## src/rtl/ifft4_stream_pkg.sv

```systemverilog
// ifft_pkg: shared widths, FSM states, complex sample types and the output
// scaler for the 4-point streaming inverse FFT.
// Optional build macro IFFT_ROUND_EN selects round-half-up with saturation in
// scale_to_out; without it the scaler is a plain floor shift.
package ifft_pkg;

  localparam int DATA_W = 16;
  localparam int N      = 4;
  // Two guard bits: a 4-term sum of DATA_W values needs DATA_W+2 bits.
  localparam int ACC_W  = DATA_W + 2;

  typedef enum logic [1:0] {
    LOAD,
    BFLY1,
    BFLY2,
    OUT
  } state_t;

  // Internal complex value at accumulator width.
  typedef struct packed {
    logic signed [ACC_W-1:0] re;
    logic signed [ACC_W-1:0] im;
  } cplx_t;

  // Complex value at interface width.
  typedef struct packed {
    logic signed [DATA_W-1:0] re;
    logic signed [DATA_W-1:0] im;
  } sample_t;

  // Divide-by-4 of the 1/N normalisation, returning an interface-width value.
  function automatic logic signed [DATA_W-1:0] scale_to_out(
    input logic signed [ACC_W-1:0] v
  );
`ifdef IFFT_ROUND_EN
    // One extra bit: the rounding bias can push the largest sum past ACC_W.
    localparam logic signed [ACC_W:0] OUT_MAX = (ACC_W+1)'((1 <<< (DATA_W-1)) - 1);
    localparam logic signed [ACC_W:0] OUT_MIN = (ACC_W+1)'(-(1 <<< (DATA_W-1)));
    logic signed [ACC_W:0] biased;
    logic signed [ACC_W:0] shifted;
    biased  = (ACC_W+1)'(v) + (ACC_W+1)'(2);
    shifted = biased >>> 2;
    if (shifted > OUT_MAX) begin
      shifted = OUT_MAX;
    end else if (shifted < OUT_MIN) begin
      shifted = OUT_MIN;
    end
    return DATA_W'(shifted);
`else
    return DATA_W'(v >>> 2);
`endif
  endfunction

endpackage

```

## src/rtl/ifft4_stream_bfly2.sv

```systemverilog
// ifft_bfly2: combinational radix-2 butterfly on two complex accumulator-width
// operands. Any twiddle rotation is applied by the caller before the b input.
module ifft_bfly2
  import ifft_pkg::*;
(
  input  cplx_t a_i,
  input  cplx_t b_i,
  output cplx_t sum_o,
  output cplx_t diff_o
);

  // Sum and difference of the two operands, component by component.
  always_comb begin
    sum_o.re  = a_i.re + b_i.re;
    sum_o.im  = a_i.im + b_i.im;
    diff_o.re = a_i.re - b_i.re;
    diff_o.im = a_i.im - b_i.im;
  end

endmodule

```

## src/rtl/ifft4_stream.sv

```systemverilog
// ifft4_stream: streaming 4-point inverse FFT. Loads four frequency samples
// over a valid/ready input, runs two registered radix-2 stages, then drains
// four time samples in natural order over a valid/ready output.
// Optional build macro IFFT_ROUND_EN: rounded and saturated output scaling
// (implemented in ifft_pkg::scale_to_out); default build floors.
module ifft4_stream #(
  parameter int DATA_W = 16,
  parameter int N      = 4
) (
  input  logic                     clk,
  input  logic                     reset,
  input  logic                     s_valid,
  output logic                     s_ready,
  input  logic signed [DATA_W-1:0] s_real,
  input  logic signed [DATA_W-1:0] s_imag,
  output logic                     m_valid,
  input  logic                     m_ready,
  output logic signed [DATA_W-1:0] m_real,
  output logic signed [DATA_W-1:0] m_imag,
  output logic                     m_last
);

  import ifft_pkg::*;

  if (N != 4) begin : gLengthCheck
    $error("ifft4_stream: N must be 4");
  end

  // The struct types and scaler are sized from the package, so the instance
  // width has to agree with it.
  if (DATA_W != ifft_pkg::DATA_W) begin : gWidthCheck
    $error("ifft4_stream: DATA_W must match ifft_pkg::DATA_W");
  end

  state_t     state_q, state_d;
  logic [1:0] idx_q, idx_d;
  logic       sAccept;

  cplx_t   xMem_q   [4];
  cplx_t   aStage_q [4];
  sample_t yOut_q   [4];

  cplx_t b1Sum0, b1Diff0, b1Sum1, b1Diff1;
  cplx_t b2Sum0, b2Diff0, b2Sum1, b2Diff1;
  cplx_t jA3;

  // Stage 1 pairs X0/X2 and X1/X3.
  ifft_bfly2 uStage1Even (.a_i(xMem_q[0]), .b_i(xMem_q[2]), .sum_o(b1Sum0), .diff_o(b1Diff0));
  ifft_bfly2 uStage1Odd  (.a_i(xMem_q[1]), .b_i(xMem_q[3]), .sum_o(b1Sum1), .diff_o(b1Diff1));

  // Inverse twiddle for the odd leg: j*(r + j*i) = -i + j*r.
  always_comb begin
    jA3.re = -aStage_q[3].im;
    jA3.im = aStage_q[3].re;
  end

  // Stage 2: y0/y2 from a0 +/- a2, y1/y3 from a1 +/- j*a3.
  ifft_bfly2 uStage2Even (.a_i(aStage_q[0]), .b_i(aStage_q[2]), .sum_o(b2Sum0), .diff_o(b2Diff0));
  ifft_bfly2 uStage2Odd  (.a_i(aStage_q[1]), .b_i(jA3),         .sum_o(b2Sum1), .diff_o(b2Diff1));

  // State and index registers; reset returns to an empty LOAD phase.
  always_ff @(posedge clk) begin
    if (reset) begin
      state_q <= LOAD;
      idx_q   <= 2'd0;
    end else begin
      state_q <= state_d;
      idx_q   <= idx_d;
    end
  end

  // Next-state logic and handshake outputs; output data is only driven in OUT.
  always_comb begin
    state_d = state_q;
    idx_d   = idx_q;
    sAccept = 1'b0;
    s_ready = 1'b0;
    m_valid = 1'b0;
    m_last  = 1'b0;
    m_real  = '0;
    m_imag  = '0;
    unique case (state_q)
      LOAD: begin
        s_ready = 1'b1;
        if (s_valid) begin
          sAccept = 1'b1;
          idx_d   = idx_q + 2'd1;
          if (idx_q == 2'd3) begin
            state_d = BFLY1;
          end
        end
      end
      BFLY1: begin
        state_d = BFLY2;
      end
      BFLY2: begin
        state_d = OUT;
      end
      OUT: begin
        m_valid = 1'b1;
        m_last  = (idx_q == 2'd3);
        m_real  = yOut_q[idx_q].re;
        m_imag  = yOut_q[idx_q].im;
        if (m_ready) begin
          idx_d = idx_q + 2'd1;
          if (idx_q == 2'd3) begin
            state_d = LOAD;
          end
        end
      end
      default: begin
        state_d = LOAD;
        idx_d   = 2'd0;
      end
    endcase
  end

  // Sample capture and the two pipeline stages, each enabled by its state.
  always_ff @(posedge clk) begin
    if (reset) begin
      for (int i = 0; i < 4; i++) begin
        xMem_q[i]   <= '0;
        aStage_q[i] <= '0;
        yOut_q[i]   <= '0;
      end
    end else begin
      if (sAccept) begin
        xMem_q[idx_q].re <= ACC_W'(s_real);
        xMem_q[idx_q].im <= ACC_W'(s_imag);
      end
      if (state_q == BFLY1) begin
        aStage_q[0] <= b1Sum0;
        aStage_q[1] <= b1Diff0;
        aStage_q[2] <= b1Sum1;
        aStage_q[3] <= b1Diff1;
      end
      if (state_q == BFLY2) begin
        yOut_q[0].re <= scale_to_out(b2Sum0.re);
        yOut_q[0].im <= scale_to_out(b2Sum0.im);
        yOut_q[1].re <= scale_to_out(b2Sum1.re);
        yOut_q[1].im <= scale_to_out(b2Sum1.im);
        yOut_q[2].re <= scale_to_out(b2Diff0.re);
        yOut_q[2].im <= scale_to_out(b2Diff0.im);
        yOut_q[3].re <= scale_to_out(b2Diff1.re);
        yOut_q[3].im <= scale_to_out(b2Diff1.im);
      end
    end
  end

endmodule

```

## config.mk

```make
export PLATFORM = sky130hd
export DESIGN_NAME = ifft4_stream
export DESIGN_NICKNAME = d
export VERILOG_FILES = /design/src/rtl/ifft4_stream_pkg.sv /design/src/rtl/ifft4_stream_bfly2.sv /design/src/rtl/ifft4_stream.sv
export SDC_FILE = /design/constraint.sdc
export NUM_CORES = 1
export LEC_CHECK = 0
export CORE_ASPECT_RATIO = 1.25
export CORE_UTILIZATION = 40
export DETAILED_ROUTE_END_ITERATION = 8
export GPL_TIMING_DRIVEN = 0
export SLEW_MARGIN = 15
export SYNTH_ARGS = -nofsm -noshare
export SYNTH_HDL_FRONTEND = slang
export SYNTH_HIERARCHICAL = 1
export SYNTH_SLANG_ARGS = --single-unit
```

## constraint.sdc

```tcl
create_clock -name clk -period 4.8 [get_ports clk]
set_input_delay 0.96 -clock clk [delete_from_list [all_inputs] [get_ports clk]]
set_output_delay 0.96 -clock clk [all_outputs]
set_load 0.02 [all_outputs]
```

# [Yosys cells after proc, flatten, opt, wreduce, memory -nomap -nowiden]
# Memories as Yosys holds them, arrays and structs flattened. A register that Yosys moved wholly into a read port is not among the register bits.
# Index checks and enable logic that the tools add are counted.
[totals] word_cells=91 n_memories=3 ramBits=416 ff_bits=4 output_inout_bits=35 input_bits=36
[mem_list] name="aStage_q" depth=4 word_bits=36 read_ports=4 rd_ports_with_merged_regs=0 wr=4 line_no="ifft4_stream.sv:40" rtl="cplx_t aStage_q [4];"
[mem_list] name="xMem_q" depth=4 word_bits=36 read_ports=4 rd_ports_with_merged_regs=0 wr=4 line_no="ifft4_stream.sv:39" rtl="cplx_t xMem_q [4];"
[mem_list] name="yOut_q" depth=4 word_bits=32 read_ports=1 rd_ports_with_merged_regs=1 wr=4 line_no="ifft4_stream.sv:41" rtl="sample_t yOut_q [4];"
[op_classes] eq_ne=8 muxes=43 n_bitwise=12 n_addsub=18 reduce_logical=5
[ops] op="2-to-1 mux 36 bit" n=5
[ops] op="2-to-1 mux 16 bit" n=10
[ops] op="adder 18 bit" n=8
[ops] op="subtractor 18 bit" n=8
[ops] op="OR reduction 36 bit" n=1
[ops] op="2-to-1 mux 2 bit" n=9
[ops] op="negator 18 bit" n=1
[ops] op="2-to-1 mux 1 bit" n=17
[ops] op="OR 1 bit" n=12
[ops] op="inequality test 2 bit (second input constant)" n=4
[ops] op="one-hot mux 2 bit (4 select lines)" n=1
[ops] op="equality test 2 bit (second input constant)" n=3
[ops] op="one-hot mux 2 bit (2 select lines)" n=1
[ops] op="AND reduction 4 bit" n=1
[ops] op="AND reduction 3 bit" n=1
[ops] op="adder 2 x 1 -> 2 bit (second input constant)" n=1
[ops] op="equality test 2 x 1 -> 1 bit (second input constant)" n=1
[ops] op="logical NOT 2 bit" n=1
[ops] op="nonzero test 2 bit" n=1

# [Depth between registers and ports, before layout]
[depth] depth_word=7 depth_mapped=16 ltp_nobuf=15

# [Cells and area by module]
# The synthesis kept the hierarchy.
[modules_own_cells] module="ifft4_stream" n_inst=1 seq_area_each_um2=12131.6 cells_per_inst=1006 area_each_um2=16330.7
[modules_own_cells] module="ifft_bfly2 at uStage1Even" n_inst=1 seq_area_each_um2=0.0 cells_per_inst=536 area_each_um2=3702.3
[modules_own_cells] module="ifft_bfly2 at uStage1Odd" n_inst=1 seq_area_each_um2=0.0 cells_per_inst=507 area_each_um2=3528.4
[modules_own_cells] module="ifft_bfly2 at uStage2Odd" n_inst=1 seq_area_each_um2=0.0 cells_per_inst=528 area_each_um2=3517.1
[modules_own_cells] module="ifft_bfly2 at uStage2Even" n_inst=1 seq_area_each_um2=0.0 cells_per_inst=496 area_each_um2=3437.0

# [Worst setup path before layout]
# No wires, ideal clock.
[synth_path] path_kind="in2reg" from="input reset" to="memory aStage_q[0][0] (netlist bit), enable pin" cell_stages=2 t_arrival_ns=3.022 path_buffers=1 setup_slack_ns=1.336 t_required_ns=4.357 setup_ns=0.443 cell_sequence="clkbuf_1 > or2_2"
[synth_lines] item="from (decl)" line_no="ifft4_stream.sv:11" rtl="input logic reset,"
[synth_lines] item="to (decl)" line_no="ifft4_stream.sv:40"

==> results_dict.tcl <==
set metrics [dict create \
    syn_to_final_growth_pct 11.5 \
    wl_microns 76600 \
    finClkSkew_ps 16.6 \
    synth.yosys.warnings 6 \
    post_drt_wl_per_cell_microns 18.3 \
    finalSetupViolCount 0 \
    required_ps 3840 \
    clock_sinks 406 \
    place_ws_ps 773 \
    max_cap_viol_count 0 \
    syn_area_sq_mm 0.0305 \
    syn_inst 3065 \
    grt_antenna_before_repair 1 \
    switching_share_pct 39.9 \
    die_x_microns 249 \
    p_int_mw 9.64 \
    r2r-start "aStage_q[3][0]$_SDFFCE_PN0P_" \
    p_sw_mw 6.39 \
    cp_cell_sequence "clkbuf_1 -> buf_2 -> mux4_2 -> and2_1 -> clkdlybuf4s50_1" \
    nFillCells 7119 \
    die_h_microns 311 \
    viasPerCell 5.11 \
    powerDensity_mw_per_mm2 472 \
    irDropWorstVdd_mv 0.237 \
    hold_viol_final 0 \
    gr-total-overflow 0 \
    grtUsageTotal_pct 19.6 \
    num_vias 21400 \
    reg2reg_to "yOut_q[1][29]$_SDFFCE_PN0P_" \
    slew_viol_final 0 \
    drcViolationCount 0 \
    cts-resized-gates 0 \
    utilization_pct 45.3 \
    coreArea_sq_mm 0.0750 \
    seq_power_share_pct 31.6 \
    dieArea_sq_mm 0.0773 \
    cp-end-kind "output port" \
    cp.arrival_ps 3240 \
    numCtsBuffers 42 \
    cts_root_buffer "clkbuf_16" \
    period_share_pct 87.5 \
    n_antenna_cell 0 \
    slowest_delay_ps 570 \
    leakage_nw 13.6 \
    initial_core_util_pct 40.6 \
    cts_setup_buffers 0 \
    drive_above_1_share_pct 6.69 \
    seqCellArea_sq_mm 0.0121 \
    p_comb_share_pct 47.1 \
    crit_path_max_fanout 10 \
    tightest_slew_ps 996 \
    fin_setup_tns_ps 0 \
    io_pins 71 \
    reg2reg_depth 16 \
    place.gp.congestion 0.926 \
    drtIter0Drc 1516 \
    hp-class "register to register" \
    crit_end "m_real[5]" \
    crit_type "register to output port" \
    dp_hpwl_microns 62700 \
    cp-start-kind "register" \
    slew_headroom_pct 33.6 \
    fmax_mhz 238 \
    syn_area_per_cell_sq_um 9.94 \
    cts_tree "done" \
    drt-pass1-iter-count 5 \
    ant_nets 0 \
    clock_latency_ps 590 \
    dp.cells 4109 \
    htreeDepth 2 \
    post-route-min-period_ps 4200 \
    holdBufCountCts 0 \
    critPathSlowestCell "mux4_2" \
    worst_slack_ps 600 \
    grt_max_degree 62 \
    syn-num-nets 3396 \
    rsz0062_at_grt "no" \
    grt_pass1_wl_microns 119000 \
    layout.cells.non_filler 4185 \
    total_power_mw 16.0 \
    portBuffers 70 \
    status "finished, final reports clean" \
    rrSetupSlack_ps 760 \
    clk_pin_slew_worst_paths_ps 60 \
    grt_pass1_vias 21300 \
    p_clk_share_pct 21.3 \
    clock_path_buffers 3 \
    rows 112 \
    num-nets-final 3515 \
    multi_input_area_sq_mm 0.0166 \
]
sequential cells by signal (all words and copies together) (netlist names), named ones only:
register,count
aStage_q,144
xMem_q,128
yOut_q,128
idx_q,2
state_q,2
critical path: cells and delay by family, from the launching register on:
| family | cells | cell delay (ps) |
|---|---|---|
| muxes | 1 | 570 |
| buffers and inverters | 3 | 1440 |
| DFF | 1 | 470 |
| and+or+nand+nor | 1 | 170 |
power groups by stage:
stage	Combinational [mW]	Clock (mW)	Sequential, mW
floorplan	5.61	0	4.96
global placement	7.46	0	5.16
detailed placement	7.51	0	5.15
CTS	7.55	3.48	5.07
global route	8.35	3.60	5.13
finish	7.55	3.42	5.06
metal layers:
| layer | wire (microns) | vias to the layer above | GRT usage [%] |
|---|---|---|---|
| met5 | 0 | - | 0 |
| met4 | 2210 | 0 | 5.93 |
| met3 | 2670 | 99 | 2.12 |
| met2 | 37100 | 383 | 34.6 |
| met1 | 34700 | 10000 | 25.1 |
| li1 | - | 10900 | - |
how the worst min path moves through the flow:
stage                       startpoint                 endpoint  depth (start not counted)
5_1_grt        state_q[0]$_SDFFE_PP0P_  state_q[0]$_SDFFE_PP0P_                          2
2_1_floorplan  state_q[0]$_SDFFE_PP0P_  state_q[0]$_SDFFE_PP0P_                          2
6_report       state_q[0]$_SDFFE_PP0P_  state_q[0]$_SDFFE_PP0P_                          2
4_1_cts        state_q[0]$_SDFFE_PP0P_  state_q[0]$_SDFFE_PP0P_                          2
3_3_place_gp   state_q[0]$_SDFFE_PP0P_  state_q[0]$_SDFFE_PP0P_                          2
3_5_place_dp   state_q[0]$_SDFFE_PP0P_  state_q[0]$_SDFFE_PP0P_                          2
stage by stage:
step / area [sq um] / hold WS, ps
6_report: 34000 / 550
4_1_cts: 34000 / 552
3_5_place_dp: 32500 / 544
5_1_grt: 34000 / 577
3_3_place_gp: 32400 / 532
2_1_floorplan: 30500 / 511
placed cells by master, fill, tap and decap left out, types with 11 or more instances in the layout:
cell,n
a211oi_1,19
a21o_1,33
a21oi_1,189
a221oi_1,11
a311oi_1,11
a31oi_1,26
and2_1,438
buf_2,30
buf_4,14
clkbuf_1,107
clkbuf_16,43
clkdlybuf4s50_1,70
edfxtp_1,400
fa_1,16
ha_1,279
inv_1,251
mux4_2,32
nand2_1,102
nand2b_1,42
nand3_1,34
nand4_1,17
nor2_1,226
nor2b_1,46
nor3_1,68
nor4_1,20
o211ai_1,19
o21a_1,24
o21ai_0,100
o21bai_1,32
o31ai_1,22
xnor2_1,193
xor2_1,54
layout make-up:
class                   count  area share [%]
repair buffers             75            2.45
well taps                 969            3.57
plain buffers             157            2.18
inverters                 259            2.86
clock inverters            24           0.862
multi-input cells        2243            49.0
flip-flops and latches    406            35.7
clock buffers              52            3.36
No activity file was read; power rests on OpenSTA's default activity.
